[config.mk]
export PLATFORM = sky130hd
export DESIGN_NAME = gray_seq_ctrl
export DESIGN_NICKNAME = d
export VERILOG_FILES = /design/src/rtl/gray_seq_ctrl.sv
export SDC_FILE = /design/constraint.sdc
export NUM_CORES = 1
export LEC_CHECK = 0
export BUFFER_PORTS_ARGS = -buffer_cell sky130_fd_sc_hd__buf_2
export CAP_MARGIN = 20
export CELL_PAD_IN_SITES_DETAIL_PLACEMENT = 0
export CELL_PAD_IN_SITES_GLOBAL_PLACEMENT = 2
export CORE_MARGIN = 4
export CORE_UTILIZATION = 27
export DETAILED_ROUTE_END_ITERATION = 10
export GPL_TIMING_DRIVEN = 0
export PLACE_DENSITY_LB_ADDON = 0.1
export SLEW_MARGIN = 15
export SYNTH_ARGS = -nofsm -noshare
export SYNTH_HDL_FRONTEND = slang
export SYNTH_SLANG_ARGS = --single-unit
[constraint.sdc]
create_clock -name i_clk -period 2.8 [get_ports i_clk]
set_input_delay 0.28 -clock i_clk [delete_from_list [all_inputs] [get_ports i_clk]]
set_output_delay 0.28 -clock i_clk [all_outputs]
set_load 0.005 [all_outputs]
[src/rtl/gray_seq_ctrl.sv]
// gray_seq_ctrl: command-driven sequencer that owns a WIDTH-bit Gray counter.
// LOAD sets the binary start value; RUN steps the counter N times up or down,
// then pulses done for one cycle. abort ends a RUN early.
// Optional build macro: GRAY_SEQ_STEP_CHK_EN adds a sticky single-bit-change
// checker on every RUN step (err). Without it err is tied low.
module gray_seq_ctrl #(
  parameter int WIDTH = 4,
  parameter int CNT_W = 8
) (
  input  logic             i_clk,
  input  logic             rst_n,
  input  logic             cmd_valid,
  output logic             cmd_ready,
  input  logic             cmd_op,
  input  logic [CNT_W-1:0] cmd_arg,
  input  logic             cmd_dir,
  input  logic             abort,
  output logic [WIDTH-1:0] gray_out,
  output logic [CNT_W-1:0] steps_left,
  output logic             busy,
  output logic             done,
  output logic             aborted,
  output logic             err
);

  typedef enum logic [1:0] {
    ST_IDLE = 2'd0,
    ST_RUN  = 2'd1,
    ST_DONE = 2'd2
  } state_e;

  localparam logic [WIDTH-1:0] ONE_W  = {{(WIDTH-1){1'b0}}, 1'b1};
  localparam logic [CNT_W-1:0] ONE_C  = {{(CNT_W-1){1'b0}}, 1'b1};
  localparam logic [WIDTH-1:0] ZERO_W = {WIDTH{1'b0}};
  localparam logic [CNT_W-1:0] ZERO_C = {CNT_W{1'b0}};

  state_e           state_q, state_d;
  logic [WIDTH-1:0] b_q, b_d;
  logic [WIDTH-1:0] gray_q, gray_d;
  logic [CNT_W-1:0] steps_q, steps_d;
  logic             dir_q, dir_d;
  logic             busy_q, busy_d;
  logic             done_q, done_d;
  logic             aborted_q, aborted_d;
  logic             accept_s;
  logic             step_s;

  // Commands are only taken in IDLE, and an asserted abort also holds them off.
  assign cmd_ready = (state_q == ST_IDLE) && !abort;
  assign accept_s  = cmd_valid && cmd_ready;
  // A RUN step happens on every RUN edge unless abort wins that edge.
  assign step_s    = (state_q == ST_RUN) && !abort;

  // Next-state, counter and status logic for the sequencer.
  always_comb begin
    state_d   = state_q;
    b_d       = b_q;
    steps_d   = steps_q;
    dir_d     = dir_q;
    aborted_d = aborted_q;
    case (state_q)
      ST_IDLE: begin
        if (accept_s) begin
          aborted_d = 1'b0;
          if (!cmd_op) begin
            b_d = cmd_arg[WIDTH-1:0];
          end else begin
            dir_d   = cmd_dir;
            steps_d = cmd_arg;
            state_d = (cmd_arg == ZERO_C) ? ST_DONE : ST_RUN;
          end
        end else begin
          state_d = ST_IDLE;
        end
      end
      ST_RUN: begin
        if (abort) begin
          aborted_d = 1'b1;
          state_d   = ST_DONE;
        end else begin
          b_d     = dir_q ? (b_q + ONE_W) : (b_q - ONE_W);
          steps_d = steps_q - ONE_C;
          if (steps_q <= ONE_C) begin
            state_d = ST_DONE;
          end else begin
            state_d = ST_RUN;
          end
        end
      end
      ST_DONE: begin
        state_d = ST_IDLE;
      end
      default: begin
        state_d = ST_IDLE;
      end
    endcase
    // Gray code is registered alongside b so it never glitches.
    gray_d = b_d ^ (b_d >> 1);
    busy_d = (state_d == ST_RUN);
    done_d = (state_d == ST_DONE);
  end

  // Sequencer state and registered outputs.
  always_ff @(posedge i_clk or negedge rst_n) begin
    if (!rst_n) begin
      state_q   <= ST_IDLE;
      b_q       <= ZERO_W;
      gray_q    <= ZERO_W;
      steps_q   <= ZERO_C;
      dir_q     <= 1'b0;
      busy_q    <= 1'b0;
      done_q    <= 1'b0;
      aborted_q <= 1'b0;
    end else begin
      state_q   <= state_d;
      b_q       <= b_d;
      gray_q    <= gray_d;
      steps_q   <= steps_d;
      dir_q     <= dir_d;
      busy_q    <= busy_d;
      done_q    <= done_d;
      aborted_q <= aborted_d;
    end
  end

  assign gray_out   = gray_q;
  assign steps_left = steps_q;
  assign busy       = busy_q;
  assign done       = done_q;
  assign aborted    = aborted_q;

`ifdef GRAY_SEQ_STEP_CHK_EN
  logic [WIDTH-1:0] prev_gray_q, prev_gray_d;
  logic             chk_pend_q, chk_pend_d;
  logic             err_q, err_d;

  // True when exactly one bit of v is set.
  function automatic logic is_onehot(input logic [WIDTH-1:0] v);
    return (v != ZERO_W) && ((v & (v - ONE_W)) == ZERO_W);
  endfunction

  // Remember the code before each step and compare once the new code lands.
  always_comb begin
    prev_gray_d = prev_gray_q;
    chk_pend_d  = 1'b0;
    err_d       = err_q;
    if (step_s) begin
      prev_gray_d = gray_q;
      chk_pend_d  = 1'b1;
    end else begin
      chk_pend_d  = 1'b0;
    end
    if (chk_pend_q && !is_onehot(prev_gray_q ^ gray_q)) begin
      err_d = 1'b1;
    end else begin
      err_d = err_q;
    end
  end

  // Step-checker state; err is sticky until reset.
  always_ff @(posedge i_clk or negedge rst_n) begin
    if (!rst_n) begin
      prev_gray_q <= ZERO_W;
      chk_pend_q  <= 1'b0;
      err_q       <= 1'b0;
    end else begin
      prev_gray_q <= prev_gray_d;
      chk_pend_q  <= chk_pend_d;
      err_q       <= err_d;
    end
  end

  assign err = err_q;
`else
  assign err = 1'b0;
`endif

endmodule

======== Word-level counts from Yosys, hierarchy flattened ========
Cells that the tools add are included.
operators by class
  $add $sub $neg .......................... 3
  order comparisons ....................... 1
  equal/unequal tests ..................... 7
  multiplexer cells ....................... 18
  bitwise operators ....................... 1
  reduce and logical (&&, ||, !) cells .... 9
operators by type and width
  kind                                                                   number
  8-bit two-way mux                                                      3
  4-bit two-way mux                                                      4
  8-bit one-hot mux with 2 select lines                                  1
  2-bit two-way mux                                                      5
  8-bit by 1-bit <= comparator with 1-bit output, second input constant  1
  8-bit logical NOT                                                      1
  2-bit != test, second input constant                                   4
  4-bit one-hot mux with 2 select lines                                  1
  8-bit by 1-bit subtractor with 8-bit output, second input constant     1
  3-bit AND reduction                                                    2
  4-bit by 1-bit adder with 4-bit output, second input constant          1
  2-bit by 1-bit == test with 1-bit output, second input constant        2
  2-bit one-hot mux with 2 select lines                                  1
  4-bit AND reduction                                                    1
  4-bit by 1-bit subtractor with 4-bit output, second input constant     1
  4-bit by 3-bit XOR with 4-bit output                                   1
  2-bit == test, second input constant                                   1
  1-bit logical AND                                                      2
  2-bit logical NOT                                                      1
  1-bit two-way mux                                                      2
  1-bit one-hot mux with 2 select lines                                  1
  2-bit nonzero test                                                     1
  1-bit logical NOT                                                      1
storage, ports and cells
  bits in registers ....................... 22
  input bits .............................. 14
  output and inout port bits .............. 17
  logic and storage cells ................. 47

======== Depth between registers and ports, before layout ========
  depth after elaboration ................. 6
  gate-level depth with buffers ........... 7
  mapped depth without buffers ............ 7

======== Worst setup path before layout ========
Ideal clock, no wire load.
  path type ............................... reg2reg
  start ................................... register b_q[0]
  end ..................................... register gray_q[1], in the netlist gray_out[1]
  library setup time ...................... 0.143 ns
  data arrival time ....................... 1.629 ns
  data required time ...................... 2.657 ns
  path slack .............................. 1.028 ns
  cell stages (with the launch flop) ...... 8
  path buffers ............................ 0
  period minus slack after synthesis ...... 1.772 ns
  cell sequence ........................... dfrtp_1 > inv_1 > fa_1 > xnor2_1 > a22o_1 > a22oi_1 > o21ai_0 > xor2_1
on the way
  cells in the longest elaborated chain, start to end .. 5
  elaborated cells on any way between the ends .. 6
  those cells by class .................... add/sub: 2; mux: 3; bitwise: 1
ends and longest elaborated chain
  element                                                                                                       line  source
  from (decl)                                                                                                   38    logic [WIDTH-1:0] b_q, b_d;
  from (signal assigned)                                                                                        107   b_q <= ZERO_W;
  from (signal assigned)                                                                                        116   b_q <= b_d;
  4-bit by 1-bit subtractor with 4-bit output / 4-bit by 1-bit adder with 4-bit output (equally long branches)  81    b_d = dir_q ? (b_q + ONE_W) : (b_q - ONE_W);
  4-bit two-way mux *                                                                                           81
  4-bit two-way mux *                                                                                           77    if (abort) begin
  4-bit one-hot mux with 2 select lines *                                                                       61    case (state_q)
  net b_d[2]                                                                                                    38
  4-bit by 3-bit XOR with 4-bit output *                                                                        98    gray_d = b_d ^ (b_d >> 1);
  net gray_d[1]                                                                                                 39    logic [WIDTH-1:0] gray_q, gray_d;
  to (signal assigned)                                                                                          117   gray_q <= gray_d;
  to (decl)                                                                                                     39
Mark *: on every way through the listed nets, which the timed path passes. The rest lies on a longest branch.
A chain may end at the register's enable or synchronous reset.

======== Final worst setup path ========
  start ................................... register b_q[0]
  end ..................................... register gray_q[2], in the netlist gray_out[2]
Same word-level chain as after synthesis.

==> results.md <==
- The run finished with clean final reports.
- The largest fanout of any net on the critical path is 4.
- For the worst setup path, the data arrival time is 2.08 ns.
- In this run the mean area of a mapped cell was 9.03 um^2.
- The via count of the first global-routing pass was 1056.
- The count of buffers added by post-CTS timing repair for setup is 0.
- The growth of design area from synthesis to finish is 20.6%.
- The fraction of synthesis flops using an asynchronous set or reset pin is 1.00.
- Once placement finished, the instance area stood at 1470 um^2.
- In this run the clock root is driven by a sky130_fd_sc_hd__clkbuf_8.
- The number of setup violations in the final report is 0.
- The I/O pin count is 31.
- The final design utilization is 0.343.
- For the pin with the worst max-slew slack, the measured transition is 0.500 ns.
- The number of antenna violations at the first check in global routing is 0.
- The gate count after technology mapping is 140.
- Dividing total power by cell area gives a power density of 845 nW/um^2.
- In this run the number of H-tree levels came out at 1.
- In this run, synthesis inferred 0 flip-flops with an integrated enable.
- Timing would allow up to 0.509 GHz.
- In this run the tightest slew margin relative to its limit is 0.663.
- At the later pin of the worst-skew pair, clock insertion delay measures 0.26 ns.
- Of the synthesized area, sequential elements account for 0.416.
- The iteration-0 DRC count of the detailed router is 62.
- The cell area after layout is 1520 um^2.
- The die outline width is 76.4 um.
- The floorplan step defined a core boundary enclosing 4440 um^2.
- In the final layout, the share of cells above drive strength 1 is 0.237.
- The number of buffers created by CTS is 3.
- Prior to clock tree synthesis, the placed netlist has a worst setup slack of 0.814 ns.
- The shortest clock period the worst path allows after layout is 1.96 ns.
- The congestion estimate from routability-driven global placement came to 0.766.
- The first-pass GRT wire length is 5590 um.
- The via count is 1136.
- The final hold violation count is 0.
- The kind of capture point of the worst setup path is a flop.
- The total overflow left after global routing is 0.
- For this configuration, the core starts out at a cell density of 0.284.
- The number of filler cells placed in the layout is 480.
- The required time of the worst setup path is 2.92 ns.
- The worst hold path depth is 3.
- The clock passes through at most 2 buffers.
- The full die area is 5840 um^2.
- The number of clock sinks is 21.
- In the final layout, flip-flops and latches occupy 526 um^2.
- Setup repair after global routing left no endpoint under its margin.
- Summing all multi-input logic gate instances after layout gives 666 um^2.
- The worst setup path is launched from a flop.
- The type of the worst setup path is flop to flop.
- The half-perimeter wire length after detailed placement is 2590 um.
- The worst min-delay path class is primary input to flop.
- Dividing the detail-routed via count by the number of cells gives 5.05.
- Summed over all cells, the static leakage comes to 0.000703 uW.
- The top cell types in the final layout, fill and taps aside, are 29 x sky130_fd_sc_hd__buf_2, 21 x sky130_fd_sc_hd__dfrtp_1, 20 x sky130_fd_sc_hd__o21ai_0.
- The register clock-pin slew on the reported worst setup and hold paths is 0.08 ns.
- Row generation in the floorplan step produced 24 rows.
- The number of different library cells used by synthesis comes to 38.
- Between clock sinks in the finished design, the worst skew comes to 0.00175 ns.
- The synthesized design contains 21 register bits.
- The routed wire length is 3440 um.
- For the final routed database, the setup TNS stands at 0 ns.
- During placement, the flow inserted port buffers numbering 28.
- The count of warnings emitted by yosys is 0.
- The final net count is 193.
- Once routing completed, OpenROAD measured the worst setup slack at 0.835 ns.
- The internal reg-to-reg setup slack is 0.84 ns.
- Leaving out fill and tap cells, the most frequent cell in the layout is sky130_fd_sc_hd__buf_2.
- The count of nets left with antenna violations after detail routing is 0.
- After detailed routing, the number of remaining DRC violations is 0.
- The number of slew-limit violations in the final report is 0.
- In the finished design, the share of the clock period the worst path needs comes to 0.702.
- The number of violations of the max-capacitance limit is 0.
- The clock tree from TritonCTS is done.
- The count of inserted antenna diode cells is 0.
- Counting cells, the worst reg-to-reg path comes to 7.
- When the netlist entered floorplanning its net count stood at 159.
- The largest voltage drop on the vdd net is 0.309 mV.
- The first detailed-routing pass took 4 iterations.
- The floorplan step set the die height to 76.4 um.
- The most used flip-flop cell after synthesis is sky130_fd_sc_hd__dfrtp_1.
- The total standard cell area after synthesis is 1260 um^2.
- The routed wirelength normalized by instance count is 15.3 um.
- The maximum number of pins on one net before global-route repair is 22.
- The global-route usage over all layers is 0.118.
-- sequential cells by signal, indices dropped and copies added, names as in the netlist --
| signal | count |
|---|---|
| b_q | 4 |
| aborted | 1 |
| done | 1 |
| gray_out | 3 |
| busy | 1 |
| dir_q | 1 |
| state_q | 2 |
| steps_left | 8 |
-- metal layers --
layer	routed length, um	global-route usage
met3	145	0.0225
met1	1790	0.174
met5	0	0
met4	33	0.0380
met2	1470	0.170
-- cells by family after synthesis --
family          after synthesis  synth area share
compound gates               46             0.221
xor+xnor                      5            0.0347
fa+ha+maj                     5            0.0554
buf+inv                      15            0.0574
flops                        21             0.416
mux                           4            0.0327
other cells                   1           0.00297
simple gates                 43             0.180
-- layout make-up --
type / count / share of cell area
Inverter: 7 / 0.0172
Sequential cell: 21 / 0.345
Multi-Input combinational cell: 104 / 0.437
Clock buffer: 4 / 0.0296
Tap cell: 52 / 0.0427
Buffer: 8 / 0.0304
Timing Repair Buffer: 29 / 0.0985
-- path summary, 6_finish.rpt --
kind	from	to
setup / recovery	b_q[0]	gray_out[2]
hold / removal	cmd_dir	dir_q
setup reg to reg	b_q[0]	gray_out[2]
hold reg to reg	aborted	aborted
max in group asynchronous	rst_n	gray_out[0]
min in group asynchronous	rst_n	busy
-- where the power goes --
group          internal, uW  switching [uW]  leakage [uW]  total (uW)
registers               409             104      0.000262         513
logic                   272             302      0.000418         574
clock network           101            99.6     0.0000228         201
total                   782             506      0.000703        1290
-- synthesized netlist by cell type, types with 2 or more instances --
cell type,number,area share
sky130_fd_sc_hd__nand3_1,5,0.020
sky130_fd_sc_hd__buf_4,2,0.012
sky130_fd_sc_hd__a31oi_1,2,0.0099
sky130_fd_sc_hd__nor3_1,5,0.020
sky130_fd_sc_hd__a21oi_1,13,0.051
sky130_fd_sc_hd__a22oi_1,3,0.018
sky130_fd_sc_hd__xor2_1,4,0.028
sky130_fd_sc_hd__nor2_1,15,0.045
sky130_fd_sc_hd__dfrtp_1,21,0.42
sky130_fd_sc_hd__nand2_1,7,0.021
sky130_fd_sc_hd__or4_1,3,0.018
sky130_fd_sc_hd__clkbuf_1,4,0.012
sky130_fd_sc_hd__o21ai_0,20,0.079
sky130_fd_sc_hd__mux2i_1,3,0.024
sky130_fd_sc_hd__inv_1,7,0.021
sky130_fd_sc_hd__ha_1,4,0.040
-- critical path, cell delays in order, from the launching register on --
cell	delay (ns)
sky130_fd_sc_hd__dfrtp_1	0.40
sky130_fd_sc_hd__inv_1	0.10
sky130_fd_sc_hd__fa_1	0.43
sky130_fd_sc_hd__xnor2_1	0.13
sky130_fd_sc_hd__a22o_1	0.20
sky130_fd_sc_hd__a22oi_1	0.12
sky130_fd_sc_hd__o21ai_0	0.22
sky130_fd_sc_hd__xor2_1	0.22
-- per-stage QoR --
stage	cells	hold WS (ns)	power [uW]
after floorplan	140	-0.0156	896
after CTS	225	0.220	1310
after global routing	225	0.249	1400
after global placement	220	0.290	1090
after detailed placement	220	0.287	1100
final	225	0.226	1290
-- timing repair --
| item | CTS | global route |
|---|---|---|
| endpoints found under the setup margin | 0 | 0 |
| hold buffers | 1 | 0 |
| endpoints found under the hold margin | 21 | 0 |
| gates resized for setup | 0 | 0 |
(Power assumes the default switching activity.)
